File: src/rtl/digital_monitor_conditioner.sv
// digital_monitor_conditioner: synchronizes the muxed monitor bit and drives the pad as level, stretched pulse or toggle, with a saturating rising-edge counter
// Ports: clk, reset (sync, active-high); monitor_in async monitor bit; conditioner_enable, conditioner_mode (00 level, 01 stretch, 10 toggle, 11 off),
// stretch_len, count_clear; monitor_out registered pad drive; event_count and sticky event_overflow report rising edges since clear.
module digital_monitor_conditioner #(
  parameter int STRETCH_W = 8,
  parameter int COUNT_W   = 16
) (
  input  logic                 clk,
  input  logic                 reset,
  input  logic                 monitor_in,
  input  logic                 conditioner_enable,
  input  logic [1:0]           conditioner_mode,
  input  logic [STRETCH_W-1:0] stretch_len,
  input  logic                 count_clear,
  output logic                 monitor_out,
  output logic [COUNT_W-1:0]   event_count,
  output logic                 event_overflow
);
  logic s1_q, s2_q, s3_q;
  logic out_q, out_d, tog_q, tog_d, ovf_q, ovf_d;
  logic [STRETCH_W-1:0] cnt_q, cnt_d;
  logic [COUNT_W-1:0] ev_q, ev_d;
  logic rise, stretch_on, toggle_on, sat;
  always_comb begin
    rise       = s2_q & ~s3_q;
    stretch_on = conditioner_enable && conditioner_mode == 2'b01;
    toggle_on  = conditioner_enable && conditioner_mode == 2'b10;
    sat        = &ev_q;
    // a rise reloads the counter even mid-stretch, so retriggers extend the pulse without a gap
    cnt_d = !stretch_on ? '0 : rise ? stretch_len : (cnt_q != '0) ? cnt_q - STRETCH_W'(1) : '0;
    tog_d = toggle_on & (tog_q ^ rise);
    out_d = !conditioner_enable ? 1'b0 :
            conditioner_mode == 2'b00 ? s2_q :
            stretch_on ? (rise | (cnt_q != '0)) :
            toggle_on ? tog_d : 1'b0;
    ev_d  = count_clear ? '0 : (conditioner_enable && rise && !sat) ? ev_q + COUNT_W'(1) : ev_q;
    ovf_d = !count_clear && (ovf_q || (conditioner_enable && rise && sat));
  end
  always_ff @(posedge clk) begin
    if (reset) begin
      s1_q  <= 1'b0;
      s2_q  <= 1'b0;
      s3_q  <= 1'b0;
      out_q <= 1'b0;
      tog_q <= 1'b0;
      ovf_q <= 1'b0;
      cnt_q <= '0;
      ev_q  <= '0;
    end else begin
      s1_q  <= monitor_in;
      s2_q  <= s1_q;
      s3_q  <= s2_q;
      out_q <= out_d;
      tog_q <= tog_d;
      ovf_q <= ovf_d;
      cnt_q <= cnt_d;
      ev_q  <= ev_d;
    end
  end
  assign monitor_out    = out_q;
  assign event_count    = ev_q;
  assign event_overflow = ovf_q;
endmodule
File: config.mk
export PLATFORM = sky130hd
export DESIGN_NAME = digital_monitor_conditioner
export DESIGN_NICKNAME = d
export VERILOG_FILES = /design/src/rtl/digital_monitor_conditioner.sv
export SDC_FILE = /design/constraint.sdc
export NUM_CORES = 1
export LEC_CHECK = 0
export ABC_AREA = 1
export BUFFER_PORTS_ARGS = -buffer_cell sky130_fd_sc_hd__buf_2
export CORE_AREA = 2 2 61 63
export DETAILED_ROUTE_END_ITERATION = 7
export DIE_AREA = 0 0 63 65
export PLACE_DENSITY = 0.72
export SYNTH_ARGS = -nofsm -noshare
export SYNTH_HDL_FRONTEND = slang
export SYNTH_SLANG_ARGS = --single-unit
File: constraint.sdc
create_clock -name clk -period 3.8 [get_ports clk]
set_input_delay 0.76 -clock clk [delete_from_list [all_inputs] [get_ports clk]]
set_output_delay 0.76 -clock clk [all_outputs]
set_load 0.02 [all_outputs]
==> results of run 1 <==
## path summary, 6_finish.rpt
| check | from | endpoint |
|---|---|---|
| worst min-delay path | s1_q | s2_q |
| worst max register to register | event_count[0] | event_count[6] |
| worst max-delay path | event_count[0] | event_count[6] |
| worst min register to register | s1_q | s2_q |
## cells in the mapped netlist
library cell / number / area [um2]
xnor2_1: 2 / 17.5
nor4_1: 1 / 6.26
nor2_1: 37 / 139
nand2_2: 4 / 25.0
xor2_1: 5 / 43.8
o21ai_1: 1 / 5.00
a21oi_1: 13 / 65.1
o21ai_2: 1 / 8.76
a21oi_2: 10 / 87.6
nand4_1: 6 / 37.5
inv_1: 32 / 120
o21ai_0: 4 / 20.0
nand2_1: 66 / 248
inv_2: 1 / 3.75
dfxtp_1: 30 / 601
nor3_1: 2 / 10.0
buf_6: 2 / 22.5
nor2_4: 2 / 22.5
buf_2: 1 / 5.00
ha_1: 3 / 37.5
nor2_2: 4 / 25.0
a31oi_1: 1 / 6.26
nand3b_1: 1 / 7.51
nand3_1: 20 / 100
## cells by family after synthesis
logic type	synth area share, %
flops	36.1
fa+ha+maj	2.26
simple gates	37.3
xor+xnor	3.68
buf+inv	9.10
compound gates	11.6
## report_power, final
group           total, W  switching [W]  internal [W]  leakage [nW]
Clock           0.000202       0.000112     0.0000895        0.0353
Sequential      0.000318     0.00000125      0.000317         0.242
Combinational  0.0000361      0.0000232     0.0000129         0.499
## state kept, by name, indices dropped and copies added (netlist names)
register        flops
tog_q               1
cnt_q               8
event_overflow      1
event_count        16
s1_q                1
s2_q                1
s3_q                1
monitor_out         1
## worst max-delay path, stage by stage (launching register included)
cell	delay [ns]
dfxtp_1	0.45
ha_1	0.27
nand2_2	0.09
nor2_4	0.13
nand2_2	0.09
o21ai_2	0.45
nand2_1	0.13
a21oi_2	0.16
## per-layer routing
metal | GRT usage, % | vias to the layer above | share of wire [%]
met5 | 0 | - | 0
li1 | - | 861 | -
met4 | 6.67 | 0 | 1.4
met2 | 28.6 | 31 | 44
met1 | 23.8 | 678 | 50
met3 | 4.69 | 7 | 4.4
## through the flow
step           instance area [um2]  cells  hold slack, ns  setup slack, ns  utilization [%]
2_1_floorplan                 1660    249           0.388             2.17                -
3_3_place_gp                  1860    326           0.395             1.93             53.1
3_5_place_dp                  1860    326           0.399             1.85             53.1
4_1_cts                       1920    334           0.413             1.93             54.8
5_1_grt                       1920    334           0.425             1.79             54.8
6_report                      1920    334           0.409             1.97             54.8
## layout make-up
| type | count | share of cell area, % |
|---|---|---|
| sequential | 30 | 31.3 |
| timing repair buffer | 32 | 8.36 |
| clock inverter | 1 | 0.261 |
| inverter | 33 | 6.46 |
| multi-input combinational | 183 | 47.6 |
| clock buffer | 7 | 2.87 |
| tap | 48 | 3.13 |
==> results.toml, run 1 <==
[drt]
detail_route.wl_per_cell_um = 10.2
drt_iter0_markers = 114
ant_nets = 0
viasPerCell = 4.72
first_pass_iters = 4
routed_wl_um = 3390
remaining_drc_errors = 0
num_vias = 1577

[sta]
worst_slew_pin_slew_ns = 0.544
timing.final.crit_share_pct = 48.0
fin_crit_ns = 1.83
skew_ns = 0.00868
finalSetupViolCount = 0
hold_viol_final = 0
slew_violations = 0
relSlewSlack_pct = 63.7
timing.fmax_ghz = 0.548
finalSetupTns_ns = 0
rsz0062_at_grt = "false"

[finish]
area_delta_synth_final_pct = 15.2
fillers = 371
multi_input_comb_area_um2 = 912
final_common_cell = "nand2_1"
mostFrequentLayoutCells = "nand2_1, nor2_1, inv_1, buf_2, dfxtp_1"
nNetsFinal = 303
n_antenna_cell = 0
final-seq-area_um2 = 601
drive_above_1_share_pct = 21.3

[synth]
synth.avg_cell_area_um2 = 6.68
ys_warn_count = 0
synthCells = 249
synth_area_um2 = 1660
synth-seq-area-share_pct = 36.1
ys_ff_latch = 30
yosysUniqueCellTypes = 24
synth_nets = 267

[clock_network]
insertion_delay_ns = 0.33
cts.sinks = 30
h-tree-depth = 2
root_buffer = "clkbuf_4"
numCtsBuffers = 5
cts_resized = 0
cts_tree = "built"
cts.path.max_buffers = 2
cts_hold_buf = 0
post_cts_buffers = 0
path_clk_slew_ns = 0.09

[critical_path]
worstPathRequired_ns = 4.07
cp-start-kind = "flop"
r2r_slack_ns = 1.97
path_class = "flop to flop"
critPathArrivalTime_ns = 2.09
cp_max_fo = 12
rr_worst_depth = 7
endpoint_kind = "flop"

[global_routing]
grt-ovfl-total = 0
grt_pass1_wl_um = 5980
antenna_found_initial = 0
grt_max_degree = 17
grt_pass1_vias = 1398
grt_usage_pct = 18.1

[die]
initial_core_util_pct = 47.6
num_rows = 22
die_w_um = 63
dieArea_um2 = 4100
io_pins = 33
core_area_um2 = 3500
die_h_um = 65

[flow_run]
maxCapViolations = 0

[min_path]
min-delay-path-class = "flop to flop"
holdPathStages = 2

[place]
port_buffers = 32
routabilityCongestion = 0.749
dp.final_hpwl_um = 2510

[pwr]
peakVddDrop_uv = 189
power.density_nw_per_um2 = 290
power_w = 0.000556
p_leak_nw = 0.777

[status]
outcome = "finished clean"
Power figures use the tool's default switching activity.
==> run 2, diff against run 1 <==
- ABC_AREA: 1 -> 0
- CORE_AREA: 2 2 61 63 -> 2 2 57 59
- DIE_AREA: 0 0 63 65 -> 0 0 59 61
- PLACE_DENSITY: 0.72 -> 0.73
- clock period: 3.8 -> 1.7 ns (I/O delays scaled with it)
==> run 2 against run 1 <==
The run now ends with setup timing left. Non-clock buffer count rose by 15. Via count is 17% lower. Global-route usage is 0.40 points lower. Hold slack worse by 0.19 ns. Setup slack worse by 2.0 ns. Synthesized area down 14%. Final area decreased by 4.6%. Power grew 120%. Critical path type unchanged. Critical endpoint is now event_count[2].
==> results.toml, run 2 <==
[place]
routabilityCongestion = 0.850
port_buffers = 32
dp.final_hpwl_um = 2280

[drt]
detail_route.wl_per_cell_um = 12.9
drt_iter0_markers = 52
dr_wl_met3_um = 153
ant_nets = 0
dr_wl_met2_um = 1620
num_vias = 1308
remaining_drc_errors = 0
viasPerCell = 5.36
routed_wl_um = 3150
routedLengthMet1_um = 1350
first_pass_iters = 4
dr.max_layer_used = "met4"

[pwr]
p_leak_nw = 0.799
pwr-share-comb_pct = 6.6
swShare_pct = 22.9
switching_power_w = 0.000281
peakVddDrop_uv = 583
p_clk_share_pct = 35.5
power.density_nw_per_um2 = 671
sequentialPowerShare_pct = 57.9
intPower_w = 0.000945

[clock_network]
cts_hold_buf = 0
path_clk_slew_ns = 0.09
root_buffer = "clkbuf_4"
cts.sinks = 30
cts.path.max_buffers = 2
numCtsBuffers = 5
h-tree-depth = 2
cts_tree = "built"
insertion_delay_ns = 0.32

[synth]
synth.avg_cell_area_um2 = 8.97
yosysUniqueCellTypes = 32
yosys-top-cells-count = "dfxtp_1, nor2_1, xor2_1"
synth.most_common_cell = "dfxtp_1"
synth_edf_count = 0
synth_top_cell_by_area = "dfxtp_1"
synth-seq-area-share_pct = 41.8
ys.flop_type = "dfxtp_1"
synth_top_area_share_pct = 41.8
synthArstFlopShare_pct = 0
synthCells = 160
synth_area_leaders = "dfxtp_1, nor2_1, xor2_1"
synth_area_um2 = 1440
ys_warn_count = 0
ys_ff_latch = 30
synth_nets = 178

[die]
io_pins = 33
num_rows = 20
die_h_um = 61
dieArea_um2 = 3600
initial_core_util_pct = 48.6
die_w_um = 59
core_area_um2 = 2950

[critical_path]
path_class = "flop to flop"
cp-start-kind = "flop"
worstPathRequired_ns = 1.91
cp_max_fo = 7
endpoint_kind = "flop"
critPathArrivalTime_ns = 1.98

[sta]
fin_crit_ns = 1.77
skew_ns = 0.0102
hold_viol_final = 0
timing.final.crit_share_pct = 104
rsz0062_at_grt = "true"
timing.fmax_ghz = 0.565
worst_slew_pin_slew_ns = 0.465
setup_ws_ns = -0.0704
relSlewSlack_pct = 68.7
slew_violations = 0
finalSetupViolCount = 4
whs_ns = 0.224

[global_routing]
grt_pass1_vias = 1151
grt_max_degree = 18
grt_usage_pct = 17.7
grt-ovfl-total = 0
grt_pass1_wl_um = 4770
antenna_found_initial = 0

[flow_run]
maxCapViolations = 0

[finish]
mostFrequentLayoutCells = "buf_2, nor2_1, dfxtp_1, buf_4, xor2_1"
n_antenna_cell = 0
drive_above_1_share_pct = 32.2
largest_reg_flops = 16
nNetsFinal = 228
fin_util_pct = 61.9
final_common_cell = "buf_2"
area_delta_synth_final_pct = 27.4

[status]
violations = "setup timing"
outcome = "complete, but fails checks"

[min_path]
min-delay-path-class = "input pin to flop"
## run 2: changes by cell type after synthesis, sizes merged, moves of 6 or more
cell / delta
a22oi: +6
a21oi: -18
inv: -28
nor2: -16
xor2: +6
xnor2: +6
nand3: -12
nor2b: +6
nor3: +8
nand2: -64
## run 2: area by class of cell
cell class	instances	area (um2)
fillers	257	1120
multi-input cells	121	822
flip-flops and latches	30	609
repair buffers	47	277
clock buffers	7	55.1
well taps	33	41.3
inverters	5	18.8
clock inverters	1	5.00
## run 2: power by group through the flow
stage / Combinational [W] / Sequential [W] / Clock (W)
6_report: 0.0000804 / 0.000710 / 0.000435
5_1_grt: 0.0000895 / 0.000712 / 0.000486
4_1_cts: 0.0000790 / 0.000712 / 0.000453
3_5_place_dp: 0.0000783 / 0.000728 / 0
3_3_place_gp: 0.0000756 / 0.000728 / 0
2_1_floorplan: 0.0000443 / 0.000729 / 0
## run 2: path summary, 6_finish.rpt
kind | startpoint | endpoint | slack, ns | cells past startpoint
worst max-delay path | event_count[0] | event_count[2] | -0.07 | 7
worst min-delay path | conditioner_mode[0] | tog_q | 0.22 | 2
worst max register to register | event_count[0] | event_count[2] | -0.07 | 7
worst min register to register | s1_q | s2_q | 0.45 | 1
## run 2: what timing repair did
item                       4_1_cts  5_1_grt
setup endpoints to repair        1       14
setup buffers                    0        5
gates resized for setup          1        8
pin swaps                        0        5
## run 2: critical path, cell delays in order (launching register included)
cell and delay (ns):
dfxtp_4 0.39, ha_4 0.14, nand4_1 0.17, buf_6 0.19, nor4_4 0.35, nor3b_1 0.17
xnor2_1 0.20, nor2_1 0.05
## run 2: routing by layer
layer / up-vias / track usage (%)
met5: - / 0
met4: 0 / 6.82
met3: 4 / 6.18
met2: 35 / 31.6
met1: 606 / 19.4
li1: 663 / -
## run 2: cell families after synthesis
| logic type | share of synthesized area (%) |
|---|---|
| compound gates | 7.85 |
| xor+xnor | 11.6 |
| flops | 41.8 |
| fa+ha+maj | 2.62 |
| buf+inv | 2.35 |
| simple gates | 33.7 |
## run 2: stage by stage
stage	worst slack [ns]	power [W]	instance area [um2]	setup TNS (ns)	std cells
after floorplan	0.0595	0.000773	1440	0	160
after global placement	0.0868	0.000804	1700	0	231
after detailed placement	0.0279	0.000807	1700	0	231
after CTS	0.0272	0.00124	1760	0	239
after global routing	-0.122	0.00129	1830	-0.599	244
final	-0.0704	0.00123	1830	-0.144	244
==> run 3, diff against run 2 <==
- clock period: 1.7 -> 1.97 ns (I/O delays scaled with it)
==> run 3 against run 2 <==
The run now ends clean. Final area shrank 7.6%. Critical endpoint is now event_count[13]. Register-to-register slack gained 0.23 ns. Combinational power shrank 19%. Critical path depth shrank 1. First-iteration DRC count shrank 1.9%. Sequential power shrank 14%. Setup slack gained 0.23 ns. Routed wire length shrank 6.3%. Via count shrank 4.9%.
==> results.toml, run 3 (same netlist as run 2, synthesis figures left out) <==
[clock_network]
post_cts_buffers = 0
cts_hold_buf = 0
root_buffer = "clkbuf_4"
h-tree-depth = 2
insertion_delay_ns = 0.33
numCtsBuffers = 5
path_clk_slew_ns = 0.09
cts_tree = "built"
cts.sinks = 30
cts.path.max_buffers = 2
cts_resized = 0

[global_routing]
grt_usage_pct = 18.3
grt_pass1_vias = 1102
met3_usage_pct = 7.46
grt_util_met2_pct = 31.3
grt_pass1_wl_um = 4810
grt-ovfl-total = 0
grt_max_degree = 18
met1_usage_pct = 20.3
antenna_found_initial = 0
top_usage_layer = "met2"

[pwr]
power.density_nw_per_um2 = 627
peakVddDrop_uv = 396
p_leak_nw = 0.709

[die]
io_pins = 33
die_w_um = 59
dieArea_um2 = 3600
core_area_um2 = 2950
initial_core_util_pct = 48.6
die_h_um = 61
num_rows = 20

[place]
dp.final_hpwl_um = 2210
post-place-ws_ns = 0.193
routabilityCongestion = 0.849
port_buffers = 32

[sta]
skew_ns = 0.00384
slew_violations = 0
rsz0062_at_grt = "false"
fin_crit_ns = 1.81
worst_slew_pin_slew_ns = 0.572
finalSetupViolCount = 0
relSlewSlack_pct = 61.5
timing.final.crit_share_pct = 92.1
setup_ws_ns = 0.155
timing.fmax_ghz = 0.551
finalSetupTns_ns = 0
hold_viol_final = 0

[finish]
nNetsFinal = 214
mostFrequentLayoutCells = "buf_2, dfxtp_1, nor2_1, xor2_1, nor3_1"
drive_above_1_share_pct = 23.9
final_common_cell = "buf_2"
area_delta_synth_final_pct = 17.7
n_antenna_cell = 0
largest_reg_flops = 16

[critical_path]
r2r_end = "event_count[13]"
r2r_start = "event_count[0]"
cp_max_fo = 5
path_class = "flop to flop"
critPathArrivalTime_ns = 2.02
cp-start-kind = "flop"
endpoint_kind = "flop"
r2r_slack_ns = 0.16
rr_worst_depth = 6
worstPathRequired_ns = 2.18

[drt]
num_vias = 1244
first_pass_iters = 4
remaining_drc_errors = 0
ant_nets = 0
detail_route.wl_per_cell_um = 12.8
drt_iter0_markers = 51
viasPerCell = 5.41
routed_wl_um = 2950

[status]
outcome = "finished clean"

[min_path]
min_from = "reset"
min-delay-path-class = "input pin to flop"
holdPathStages = 2
hold_path_end = "s2_q"

[flow_run]
maxCapViolations = 0
## run 3: changes by cell type in the layout (fill, tap and decap cells not counted), sizes merged
cell / delta
buf: -14
## run 3: per-stage QoR
stage | hold slack (ns) | cell area (um2) | cells | power (W) | util (%)
2_1_floorplan | 0.414 | 1440 | 160 | 0.000667 | -
3_3_place_gp | 0.426 | 1630 | 222 | 0.000691 | 55.2
3_5_place_dp | 0.423 | 1630 | 222 | 0.000693 | 55.2
4_1_cts | 0.251 | 1690 | 230 | 0.00108 | 57.2
5_1_grt | 0.248 | 1690 | 230 | 0.00111 | 57.2
6_report | 0.264 | 1690 | 230 | 0.00106 | 57.2
## run 3: worst max path at each step
stage | startpoint | to | slack (ns) | cells past startpoint
floorplan | event_count[0] | event_count[13] | 0.22 | 6
global placement | event_count[0] | event_count[13] | 0.31 | 6
detailed placement | event_count[0] | event_count[13] | 0.19 | 6
CTS | event_count[0] | event_count[8] | 0.18 | 6
global route | event_count[0] | event_count[8] | 0.02 | 6
finish | event_count[0] | event_count[13] | 0.16 | 6
## run 3: layer usage
layer | vias to the layer above | part of all wire, % | routed length, um
met5 | - | 0 | 0
met4 | 0 | 1.2 | 36
met3 | 4 | 5.2 | 154
met2 | 26 | 49 | 1460
met1 | 575 | 44 | 1300
li1 | 639 | - | -
## run 3: final cells by class
class | count | area [um2]
clock inverters | 1 | 5.00
flip-flops and latches | 30 | 601
fillers | 284 | 1260
clock buffers | 7 | 55.1
well taps | 33 | 41.3
inverters | 5 | 18.8
multi-input cells | 121 | 801
repair buffers | 33 | 168
## run 3: where the power goes
group          internal (W)  switching [W]
combinational     0.0000297      0.0000351
clock              0.000173       0.000207
sequential         0.000611     0.00000359
total              0.000813       0.000245
## run 3: worst max-delay path: stages, from the launching register on
cell	delay (ns)
dfxtp_1	0.42
ha_1	0.21
nand4_1	0.25
or3_4	0.44
nand4_1	0.13
xor2_1	0.19
nor2_1	0.06
